--- config.mk ---
export PLATFORM = sky130hd
export DESIGN_NAME = rf_wr_sched
export DESIGN_NICKNAME = d
export VERILOG_FILES = /design/src/rtl/cmp_rf_pkg.sv /design/src/rtl/rf_nic_fifo.sv /design/src/rtl/rf_wr_sched.sv
export SDC_FILE = /design/constraint.sdc
export NUM_CORES = 1
export LEC_CHECK = 0
export CAP_MARGIN = 20
export CORE_MARGIN = 2
export CORE_UTILIZATION = 35
export CTS_CLUSTER_DIAMETER = 200
export DETAILED_ROUTE_END_ITERATION = 10
export PLACE_DENSITY = 0.59
export SYNTH_ARGS = -nofsm -noshare
export SYNTH_HDL_FRONTEND = slang
export SYNTH_SLANG_ARGS = --single-unit
--- constraint.sdc ---
create_clock -name clk -period 11.06 [get_ports clk]
set_clock_uncertainty 0.05 [all_clocks]
set_input_delay 2.212 -clock clk [delete_from_list [all_inputs] [get_ports clk]]
set_output_delay 2.212 -clock clk [all_outputs]
set_load 0.03 [all_outputs]
--- src/rtl/cmp_rf_pkg.sv ---
// Shared register-file types and constants: write-request record, partial-write codes.
package cmp_rf_pkg;

   localparam int REG_IDX_W = 5;
   localparam int DATA_W    = 64;
   localparam int PPP_W     = 3;
   localparam int NUM_REGS  = 32;

   // Bit 0 is the MSB of the 64-bit word; "HI" selects [0:31], "LO" selects [32:63].
   localparam logic [0:PPP_W-1] PPP_FULL = 3'b000;
   localparam logic [0:PPP_W-1] PPP_HI   = 3'b001;
   localparam logic [0:PPP_W-1] PPP_LO   = 3'b010;
   localparam logic [0:PPP_W-1] PPP_EVEN = 3'b011;
   localparam logic [0:PPP_W-1] PPP_ODD  = 3'b100;

   typedef struct packed {
      logic [0:REG_IDX_W-1] rd;
      logic [0:PPP_W-1]     ppp;
      logic [0:DATA_W-1]    data;
   } rf_wr_req_t;

endpackage

--- src/rtl/rf_nic_fifo.sv ---
// Power-of-two FIFO holding load-return write requests until the RF port is free.
module rf_nic_fifo
   import cmp_rf_pkg::*;
#(
   parameter int DEPTH = 2
)
(
   input  logic                     clk,
   input  logic                     rst_n,
   input  logic                     i_push,
   input  rf_wr_req_t               i_data,
   input  logic                     i_pop,
   output rf_wr_req_t               o_head,
   output logic                     o_full,
   output logic                     o_empty,
   output logic [$clog2(DEPTH):0]   o_count
);

   localparam int AW = $clog2(DEPTH);

   rf_wr_req_t r_mem [DEPTH];
   logic [AW:0] r_wr_ptr;
   logic [AW:0] r_rd_ptr;
   logic        w_push;
   logic        w_pop;

   // Pointers carry one extra wrap bit so full and empty are distinguishable.
   assign o_count = r_wr_ptr - r_rd_ptr;
   assign o_full  = (o_count == (AW+1)'(DEPTH));
   assign o_empty = (o_count == '0);
   assign o_head  = r_mem[r_rd_ptr[AW-1:0]];

   // A full FIFO refuses a push even when it pops in the same cycle.
   assign w_push = i_push && !o_full;
   assign w_pop  = i_pop && !o_empty;

   always_ff @(posedge clk or negedge rst_n) begin
      if (!rst_n) begin
         r_wr_ptr <= '0;
         r_rd_ptr <= '0;
      end else begin
         if (w_push) r_wr_ptr <= r_wr_ptr + 1'b1;
         if (w_pop)  r_rd_ptr <= r_rd_ptr + 1'b1;
      end
   end

   always_ff @(posedge clk) begin
      if (w_push) r_mem[r_wr_ptr[AW-1:0]] <= i_data;
   end

endmodule

--- src/rtl/rf_wr_sched.sv ---
// RF write-port scheduler: WB has priority, buffered load returns fill idle slots,
// a starvation timer forces a load-return write, and a scoreboard flags pending loads.
module rf_wr_sched
   import cmp_rf_pkg::*;
#(
   parameter int NIC_DEPTH  = 2,
   parameter int STARVE_MAX = 4
)
(
   input  logic                   clk,
   input  logic                   reset,
   input  logic                   wb_wrEn,
   input  logic [0:REG_IDX_W-1]   wb_rD,
   input  logic [0:PPP_W-1]       wb_ppp,
   input  logic [0:DATA_W-1]      wb_data,
   input  logic                   nic_valid,
   output logic                   nic_ready,
   input  logic [0:REG_IDX_W-1]   nic_rD,
   input  logic [0:PPP_W-1]       nic_ppp,
   input  logic [0:DATA_W-1]      nic_data,
   input  logic                   lock_en,
   input  logic [0:REG_IDX_W-1]   lock_rD,
   input  logic [0:REG_IDX_W-1]   rA,
   input  logic [0:REG_IDX_W-1]   rB,
   output logic                   hazard_A,
   output logic                   hazard_B,
   output logic                   stall_wb,
   output logic                   rf_wrEn,
   output logic [0:REG_IDX_W-1]   rf_rD,
   output logic [0:PPP_W-1]       rf_ppp,
   output logic [0:DATA_W-1]      rf_data
);

   localparam int              CNT_W       = (STARVE_MAX > 1) ? $clog2(STARVE_MAX) : 1;
   localparam logic [CNT_W-1:0] STARVE_LOAD = CNT_W'(STARVE_MAX - 1);

   rf_wr_req_t                  w_nic_req;
   rf_wr_req_t                  w_head;
   logic                        w_push;
   logic                        w_full;
   logic                        w_empty;
   logic [$clog2(NIC_DEPTH):0]  w_count;
   logic                        w_wb_win;
   logic                        w_nic_win;
   logic                        r_stall_wb;
   logic [CNT_W-1:0]            r_starve_left;
   logic [NUM_REGS-1:0]         r_busy;
   logic [NUM_REGS-1:0]         w_busy_nxt;

   assign w_nic_req = '{rd: nic_rD, ppp: nic_ppp, data: nic_data};
   assign w_push    = nic_valid && !w_full;
   assign nic_ready = !w_full;
   assign stall_wb  = r_stall_wb;

   rf_nic_fifo #(
      .DEPTH   (NIC_DEPTH)
   ) u_nic_fifo (
      .clk     (clk),
      .rst_n   (reset),
      .i_push  (w_push),
      .i_data  (w_nic_req),
      .i_pop   (w_nic_win),
      .o_head  (w_head),
      .o_full  (w_full),
      .o_empty (w_empty),
      .o_count (w_count)
   );

   always_comb begin
      w_wb_win  = wb_wrEn && !r_stall_wb;
      w_nic_win = !w_wb_win && !w_empty;
      rf_wrEn   = 1'b0;
      rf_rD     = '0;
      rf_ppp    = '0;
      rf_data   = '0;
      if (w_wb_win) begin
         rf_wrEn = 1'b1;
         rf_rD   = wb_rD;
         rf_ppp  = wb_ppp;
         rf_data = wb_data;
      end else if (w_nic_win) begin
         rf_wrEn = 1'b1;
         rf_rD   = w_head.rd;
         rf_ppp  = w_head.ppp;
         rf_data = w_head.data;
      end
   end

   // Down-counter of remaining head wait; at terminal count with no pop, WB is held for one cycle.
   always_ff @(posedge clk or negedge reset) begin
      if (!reset) begin
         r_starve_left <= STARVE_LOAD;
         r_stall_wb    <= 1'b0;
      end else begin
         r_stall_wb <= !w_empty && !w_nic_win && (r_starve_left == '0);
         if (w_empty || w_nic_win) begin
            r_starve_left <= STARVE_LOAD;
         end else if (r_starve_left != '0) begin
            r_starve_left <= r_starve_left - 1'b1;
         end
      end
   end

   // A same-cycle lock of the committing register must survive the commit.
   always_comb begin
      w_busy_nxt = r_busy;
      if (w_nic_win) w_busy_nxt[w_head.rd] = 1'b0;
      if (lock_en && (lock_rD != '0)) w_busy_nxt[lock_rD] = 1'b1;
   end

   always_ff @(posedge clk or negedge reset) begin
      if (!reset) begin
         r_busy <= '0;
      end else begin
         r_busy <= w_busy_nxt;
      end
   end

   // A commit in this cycle reaches decode through the RF write-through path.
   assign hazard_A = r_busy[rA] && !(w_nic_win && (w_head.rd == rA));
   assign hazard_B = r_busy[rB] && !(w_nic_win && (w_head.rd == rB));

   a_count_empty: assert property (@(posedge clk) disable iff (!reset)
      w_empty == (w_count == '0));

endmodule

# Yosys cells after proc, flatten, opt, wreduce, memory -nomap -nowiden
# Memory sizes are Yosys's and may differ from the RTL's.
# Index checks and enable logic that the tools add are counted.
[classes]
add_sub_neg = 4
n_mul = 0
n_div = 0
magnitude_cmp = 6
n_eq_ne = 3
shifts = 0
mux = 22
bitwise = 3
n_reduce_logical = 27
[ops]
columns = ["cell", "n"]
rows = [
  ["$mux W64", 2],
  ["$mux W32", 2],
  ["$and A32 B32 Y32", 1],
  ["$not A32 Y32", 1],
  ["$or A32 B32 Y32", 1],
  ["$lt A5 B6 Y1 const B", 4],
  ["$logic_and A1 B1 Y1", 14],
  ["$bmux W1 S5", 2],
  ["$demux W1 S5", 2],
  ["$eq A5 B5 Y1", 2],
  ["$ge A5 B1 Y1 const B", 2],
  ["$mux W5", 2],
  ["$mux W1", 8],
  ["$logic_not A1 Y1", 7],
  ["$mux W3", 2],
  ["$reduce_bool A5 Y1", 1],
  ["$add A2 B1 Y2 const B", 2],
  ["$logic_not A2 Y1", 2],
  ["$mux W2", 2],
  ["$reduce_bool A2 Y1", 2],
  ["$eq A2 B2 Y1 const B", 1],
  ["$sub A2 B1 Y2 const B", 1],
  ["$sub A2 B2 Y2", 1],
  ["$logic_or A1 B1 Y1", 1],
]
[totals]
regBits = 39
latch_bits = 0
ramBits = 144
romBits = 0
input_bits = 164
out_inout_bits = 77
elab_cells = 71
n_memories = 1
[memory_table]
columns = ["memory", "words", "word_bits", "read_ports", "rd_ports_with_merged_regs", "wr", "line", "rtl"]
rows = [
  ["u_nic_fifo.r_mem", 2, 72, 1, 0, 1, "rf_nic_fifo.sv:21", "rf_wr_req_t r_mem [DEPTH];"],
]

# Longest topological paths before layout
# Gate-level depths: netlist of run 1.
# An unclocked memory read counts as a cell.
[logic_depth]
depth_word = 10
depth_mapped = 6
ltp_nobuf = 5

# Cells and area by module
# A second synthesis of run 1 with hierarchy kept.
[hier_totals]
hier_cells = 699
hier_area_um2 = 8819.7
[by_module_without_submodules]
columns = ["mod", "instances", "cells_each", "area_per_inst_um2"]
rows = [
  ["rf_nic_fifo", 1, 249, 5454.0],
  ["rf_wr_sched", 1, 450, 3365.7],
]

# Worst setup path before layout of run 1
# No wires, ideal clock.
[synth_timing]
path_kind = "in2reg"
startpoint = "input port nic_valid"
endpoint = "memory u_nic_fifo.r_mem[0][0] in the netlist's numbering (enable)"
setup_time_ns = 0.503
t_arrival_ns = 5.304
required_time_ns = 10.507
path_slack_ns = 5.203
stages = 2
n_path_buf = 0
path_cell_list = "nand2_1 -> nor2_1"
[synth_via]
elab_chain_cells = 4
[synth_lines]
columns = ["item", "line", "rtl"]
rows = [
  ["start: declaration", "rf_wr_sched.sv:16", "input logic nic_valid,"],
  ["$logic_and A1 B1 Y1", "rf_wr_sched.sv:51", "assign w_push = nic_valid && !w_full;"],
  ["$logic_and A1 B1 Y1", "rf_nic_fifo.sv:34", "assign w_push = i_push && !o_full;"],
  ["$mux W1", "rf_nic_fifo.sv:48", "if (w_push) r_mem[r_wr_ptr[AW-1:0]] <= i_data;"],
  ["$mux W1 (implied by the code)", "rf_nic_fifo.sv:48", ""],
  ["end: declaration", "rf_nic_fifo.sv:21", ""],
]
# No other way between the ends.

# Final worst setup path of run 1
[layout_timing]
startpoint = "input port rA[3] in the netlist's numbering"
endpoint = "output port hazard_A"
[layout_via]
elab_chain_cells = 4
elab_cells_between_ends = 6
[layout_lines]
columns = ["item", "line", "rtl"]
rows = [
  ["start: declaration", "rf_wr_sched.sv:23", "input logic [0:REG_IDX_W-1] rA,"],
  ["branches (longest 3 deep; another with $bmux W1 S5)", "-", ""],
  ["$logic_and A1 B1 Y1 (*)", "rf_wr_sched.sv:120", "assign hazard_A = r_busy[rA] && !(w_nic_win && (w_head.rd == rA));"],
  ["end: declaration", "rf_wr_sched.sv:25", "output logic hazard_A,"],
]
# Mark *: on every way between the ends. The select of a mux whose other input is x is not followed.

==> results of run 1 <==
[worst register-to-register path, delay by kind of cell (launching register included)]
family	cells	cell delay, ns
flops	1	0.94
simple gates	2	0.40
xor+xnor	1	0.24
buf+inv	2	1.45
[routing by layer]
layer	vias to the layer above	GRT usage [%]
li1	2825	-
met1	2790	22.1
met2	204	27.0
met3	37	6.68
met4	6	7.23
met5	-	0
[per-stage QoR]
| step | total power (W) | setup slack, ns | area (sq um) | utilization [%] | hold WS [ns] |
|---|---|---|---|---|---|
| after global placement | 0.00243 | 3.89 | 11000 | 47.0 | 0.431 |
| after detailed placement | 0.00244 | 3.91 | 11000 | 47.1 | 0.427 |
| after global routing | 0.00318 | 3.83 | 11600 | 49.6 | 0.476 |
| after floorplan | 0.00191 | 5.20 | 8290 | - | 0.412 |
| final | 0.00302 | 3.94 | 11600 | 49.6 | 0.438 |
| after CTS | 0.00306 | 3.91 | 11600 | 49.6 | 0.440 |
[power groups by stage]
stage	clock (W)	sequential, W	combinational (W)
after floorplan	0	0.00110	0.000814
after global placement	0	0.00116	0.00126
after detailed placement	0	0.00117	0.00128
after CTS	0.000620	0.00115	0.00129
after global routing	0.000644	0.00118	0.00136
final	0.000606	0.00115	0.00126
[worst paths after layout]
check                                  startpoint                 endpoint  cells after the start
setup / recovery                            rA[3]                 hazard_A                      7
hold / removal             u_nic_fifo.r_wr_ptr[1]   u_nic_fifo.r_wr_ptr[1]                      1
setup reg to reg           u_nic_fifo.r_rd_ptr[0]  u_nic_fifo.r_mem[1][70]                      5
hold reg to reg            u_nic_fifo.r_wr_ptr[1]   u_nic_fifo.r_wr_ptr[1]                      1
max in group asynchronous                   reset   u_nic_fifo.r_rd_ptr[0]                      1
min in group asynchronous                   reset   u_nic_fifo.r_rd_ptr[1]                      1
[cells by family after synthesis]
family / Yosys count / synth area share (%)
DFF: 183 / 64.0
buffers and inverters: 37 / 2.50
and+or+nand+nor: 136 / 7.41
adders and majority gates: 1 / 0.151
muxes: 100 / 14.1
AOI/OAI and AO/OA: 152 / 10.0
xor gates and xnor gates: 17 / 1.89
[cell type report]
cell class                 count  area (sq um)
multi-input combinational    406          2800
fill                        2078         11800
tap                          319           399
sequential                   183          5310
clock buffer                  18           429
inverter                       6          22.5
clock inverter                14           164
timing repair buffer         246          2450
[registers in the layout (all words and copies together), names as in the netlist]
register	count
u_nic_fifo.r_wr_ptr	2
r_busy	32
u_nic_fifo.r_mem	144
u_nic_fifo.r_rd_ptr	2
r_starve_left	2
stall_wb	1
[synthesized netlist by cell type, drive strengths merged]
master / n
or2: 1
nand3b: 4
o221ai: 2
nor2: 6
o21ai: 134
a22oi: 1
o31ai: 2
a21oi: 2
o2111ai: 1
inv: 6
a2111oi: 2
nor2b: 8
o311a: 2
nand2b: 8
mux2: 3
a2bb2oi: 1
dfstp: 2
or3: 2
buf: 14
dfrtp: 37
xnor2: 8
nand2: 89
mux4: 10
a32oi: 2
and3: 2
ha: 1
nand4: 1
xor2: 9
o21a: 1
nand3: 15
a31oi: 2
clkbuf: 17
edfxtp: 144
mux2i: 87
==> impl_metrics.json, run 1 <==
{
  "routed_wl_um": 21500,
  "cp.required_ns": 8.80,
  "crit_chain": "clkdlybuf4s50_1 > mux4_2 > nor2b_4 > a2111oi_2 > a31oi_1 > o311a_1 > clkdlybuf4s50_1",
  "drc": 0,
  "hold_class": "reg2reg",
  "ant_nets": 0,
  "yosysTopAreaCell": "edfxtp_1",
  "grt_start_max_net_pins": 76,
  "setup_violations": 0,
  "crit_arrival_ns": 4.86,
  "cp-end-kind": "output port",
  "syn_area_per_cell_sq_um": 13.2,
  "path_clk_slew_ns": 0.07,
  "wl_per_cell_um": 18.0,
  "dr.pass1.iters": 4,
  "port_buffers": 240,
  "relSlewSlack_pct": 33.3,
  "clockPowerShare_pct": 20.1,
  "power_density_mw_per_mm2": 261,
  "gp_congestion": 0.842,
  "hpwl_um": 15200,
  "cts.repair.resized": 0,
  "grt_pass1_wl_um": 32300,
  "row_count": 56,
  "layout_min_cycle_time_ns": 7.12,
  "synth_seq_cells": 183,
  "cp_slowest_stage_delay_ns": 0.94,
  "wl_met2_um": 9970,
  "worst_path_most_repeated_cell": "clkdlybuf4s50_1",
  "worstMarginPinSlew_ns": 1.00,
  "syn_to_final_growth_pct": 39.7,
  "grt_pass1_vias": 5821,
  "r2r_slack_ns": 7.54,
  "rsz0062_at_grt": "no",
  "netSwitchingFraction_pct": 38.2,
  "num_vias": 5862,
  "p_leak_nw": 4.26,
  "pwr-share-comb_pct": 41.8,
  "synthTopCellsByArea": "edfxtp_1 52%, dfrtp_1 11%, mux2i_1 10%",
  "drt_iter0_drc": 298,
  "wl_met3_um": 2000,
  "die_width_um": 158,
  "cap_violations": 0,
  "layout_common_cells": "239 x clkdlybuf4s50_1, 144 x edfxtp_1, 134 x o21ai_0",
  "ys_seq_area_share_pct": 64.0,
  "fin_crit_sh_pct": 64.4,
  "clock_path_buffers": 2,
  "worst-path-buf-inv": 2,
  "crit_fanout": 13,
  "nets": 1025,
  "synth_cell_types": 44,
  "drt-vias-per-instance": 4.92,
  "numPlacedInstances": 1160,
  "post_cts_buffers": 0,
  "coreArea_sq_mm": 0.0233,
  "start_util_pct": 35.5,
  "switching_power_w": 0.00115,
  "layout_commonest_cell": "clkdlybuf4s50_1",
  "die_area_sq_mm": 0.0249,
  "die_h_um": 158,
  "diodes": 0,
  "yosys_warnings": 0,
  "final_cells": 1192,
  "highest_layer": "met5",
  "grt_overflow_total": 0,
  "slowest_stage": "clkdlybuf4s50_1",
  "status": "completed",
  "cts_max_level": 4,
  "cts_hold_repair.buffers": 0,
  "io_pins": 241,
  "cts_buffers": 17,
  "drt-met1-wl_um": 8900,
  "drv_slew": 0,
  "syn-cell-area_sq_mm": 0.00829,
  "syn-instance-count": 626,
  "crit_type": "in2out",
  "syn-num-nets": 791,
  "hold_viol": 0,
  "antenna_found_initial": 5,
  "internal_power_w": 0.00187,
  "drive_above_1_share_pct": 6.99,
  "cts_tree": "done",
  "cts-root-buf": "clkbuf_16",
  "grt_usage_pct": 17.5,
  "power_frac_seq_pct": 38.1,
  "setup_tns_ns": 0,
  "cts_num_sinks": 183,
  "max_freq_ghz": 0.140,
  "yosysTopAreaCellShare_pct": 52.2,
  "ir_worst_vdd_v": 0.000114,
  "crit_family": "buffers and inverters",
  "worstSkewPairLatency_ns": 0.42,
  "start_kind": "input pin"
}
(Power assumes the default switching activity.)
==> inputs of run 2 (changes only) <==
--- a/config.mk
+++ b/config.mk
@@ -10,7 +10,7 @@
 export CORE_UTILIZATION = 35
 export CTS_CLUSTER_DIAMETER = 200
 export DETAILED_ROUTE_END_ITERATION = 10
-export PLACE_DENSITY = 0.59
+export PLACE_DENSITY = 0.61
 export SYNTH_ARGS = -nofsm -noshare
 export SYNTH_HDL_FRONTEND = slang
 export SYNTH_SLANG_ARGS = --single-unit
==> constraint.sdc (replaced) <==
create_clock -name clk -period 5.8 [get_ports clk]
set_clock_uncertainty 0.05 [all_clocks]
set_input_delay 1.16 -clock clk [delete_from_list [all_inputs] [get_ports clk]]
set_output_delay 1.16 -clock clk [all_outputs]
set_load 0.03 [all_outputs]
==> run 2 against run 1 <==
Global-route usage is 0.10 points lower. Clock-buffer cell count fell by 1. Register-to-register slack worse by 4.5 ns. Critical path depth did not move. Sequential power grew 89%. Wire length is 0.11% higher. Hold slack improved by 0.0011 ns. Highest routed layer is now met4.
==> impl_metrics.json, run 2 (synthesis results as in run 1) <==
{
  "grt_pass1_vias": 5785,
  "cts_hold_repair.buffers": 0,
  "setup_violations": 0,
  "layout_common_cells": "239 x clkdlybuf4s50_1, 144 x edfxtp_1, 134 x o21ai_0",
  "cts-root-buf": "clkbuf_16",
  "worstSkewPairLatency_ns": 0.42,
  "grt_usage_pct": 17.4,
  "worst_path_most_repeated_cell": "clkdlybuf4s50_1",
  "hold_class": "reg2reg",
  "start_util_pct": 35.5,
  "relSlewSlack_pct": 36.6,
  "final_cells": 1191,
  "die_area_sq_mm": 0.0249,
  "row_count": 56,
  "antenna_found_initial": 0,
  "grt_start_max_net_pins": 69,
  "dr.pass1.iters": 4,
  "fin_crit_sh_pct": 86.6,
  "num_vias": 5848,
  "power_w": 0.00572,
  "max_freq_ghz": 0.199,
  "wl_per_cell_um": 18.1,
  "drc": 0,
  "crit_fanout": 13,
  "grt_overflow_total": 0,
  "port_buffers": 240,
  "largest_reg_flops": 144,
  "numPlacedInstances": 1159,
  "post_cts_buffers": 0,
  "hp-start": "u_nic_fifo.r_wr_ptr[1]",
  "setup_tns_ns": 0,
  "cts_num_sinks": 183,
  "coreArea_sq_mm": 0.0233,
  "hpwl_um": 15500,
  "gp_congestion": 0.886,
  "cts.repair.resized": 0,
  "path_clk_slew_ns": 0.07,
  "die_h_um": 158,
  "status": "completed",
  "clock_path_buffers": 2,
  "worstMarginPinSlew_ns": 0.951,
  "routed_wl_um": 21500,
  "dpl_cell_area_sq_mm": 0.0110,
  "cts_buffers": 17,
  "cts_max_level": 4,
  "cap_violations": 0,
  "ir_worst_vdd_v": 0.000338,
  "worst-path-buf-inv": 2,
  "cp_slowest_stage_delay_ns": 0.93,
  "io_pins": 241,
  "drv_slew": 0,
  "nets": 1024,
  "cp-end-kind": "output port",
  "r2r-start": "u_nic_fifo.r_rd_ptr[0]",
  "diodes": 0,
  "drt-vias-per-instance": 4.91,
  "die_width_um": 158,
  "r2r_slack_ns": 3.09,
  "grt_pass1_wl_um": 32300,
  "whs_ns": 0.439,
  "crit_family": "buffers and inverters",
  "layout_min_cycle_time_ns": 5.02,
  "postLayoutCellArea_sq_mm": 0.0116,
  "crit_chain": "clkdlybuf4s50_1 > mux4_2 > nor2b_4 > a2111oi_2 > a31oi_1 > o311a_1 > clkdlybuf4s50_1",
  "slowest_stage": "clkdlybuf4s50_1",
  "fill_cells": 2066,
  "drive_above_1_share_pct": 6.77,
  "crit_arrival_ns": 3.81,
  "cp.required_ns": 4.59,
  "ant_nets": 0,
  "cts_tree": "done",
  "drt_iter0_drc": 331,
  "power_density_mw_per_mm2": 495,
  "start_kind": "input pin",
  "syn_to_final_growth_pct": 39.5,
  "crit_type": "in2out",
  "hold_viol": 0,
  "startpoint": "rA[3]",
  "rsz0062_at_grt": "no",
  "layout_commonest_cell": "clkdlybuf4s50_1",
  "p_leak_nw": 4.27
}
## run 2: cell types whose count changed in the layout (fill, tap and decap cells not counted), sizes merged
| cell | previous run | this run |
|---|---|---|
| clkinv | 1 | 7 |
| clkinvlp | 4 | 0 |
| buf | 7 | 6 |
| bufinv | 2 | 1 |
| clkbuf | 18 | 17 |
## run 2: stage by stage
step	setup WS [ns]	utilization [%]
after floorplan	0.995	-
after global placement	0.817	47.1
after detailed placement	0.795	47.1
after CTS	0.784	49.6
after global routing	0.651	49.6
final	0.780	49.6
## run 2: final cells by class
| cell class | instances | area [sq um] | area share (%) |
|---|---|---|---|
| repair buffers | 245 | 2450 | 21.2 |
| flip-flops and latches | 183 | 5310 | 45.9 |
| multi-input cells | 406 | 2800 | 24.2 |
| clock buffers | 17 | 425 | 3.68 |
| well taps | 319 | 399 | 3.45 |
| inverters | 6 | 22.5 | 0.195 |
| clock inverters | 15 | 165 | 1.43 |
## run 2: final timing paths
check / to / depth (start not counted)
max in group asynchronous: u_nic_fifo.r_rd_ptr[0] / 1
min in group asynchronous: u_nic_fifo.r_rd_ptr[0] / 1
worst max-delay path: hazard_A / 7
worst min-delay path: u_nic_fifo.r_wr_ptr[1] / 1
worst min register to register: u_nic_fifo.r_wr_ptr[1] / 1
worst max register to register: u_nic_fifo.r_mem[1][18] / 4
## run 2: layer usage
layer	wire, um	vias to the layer above	GRT usage (%)
met4	337	0	5.63
met3	1600	23	5.28
met2	10400	214	28.5
li1	-	2826	-
met5	0	-	0
met1	9210	2785	22.1
## run 2: where the power goes
part / internal [W] / switching [W] / total (W)
clock network: 0.000613 / 0.000529 / 0.00114
logic: 0.000965 / 0.00145 / 0.00241
registers: 0.00193 / 0.000238 / 0.00217
## run 2: worst reg2reg max path, cell delays in order (launching register included)
cell and delay [ns]:
dfrtp_4 0.78, xnor2_2 0.20, nand2b_1 0.15, and3_4 0.67, buf_4 0.50
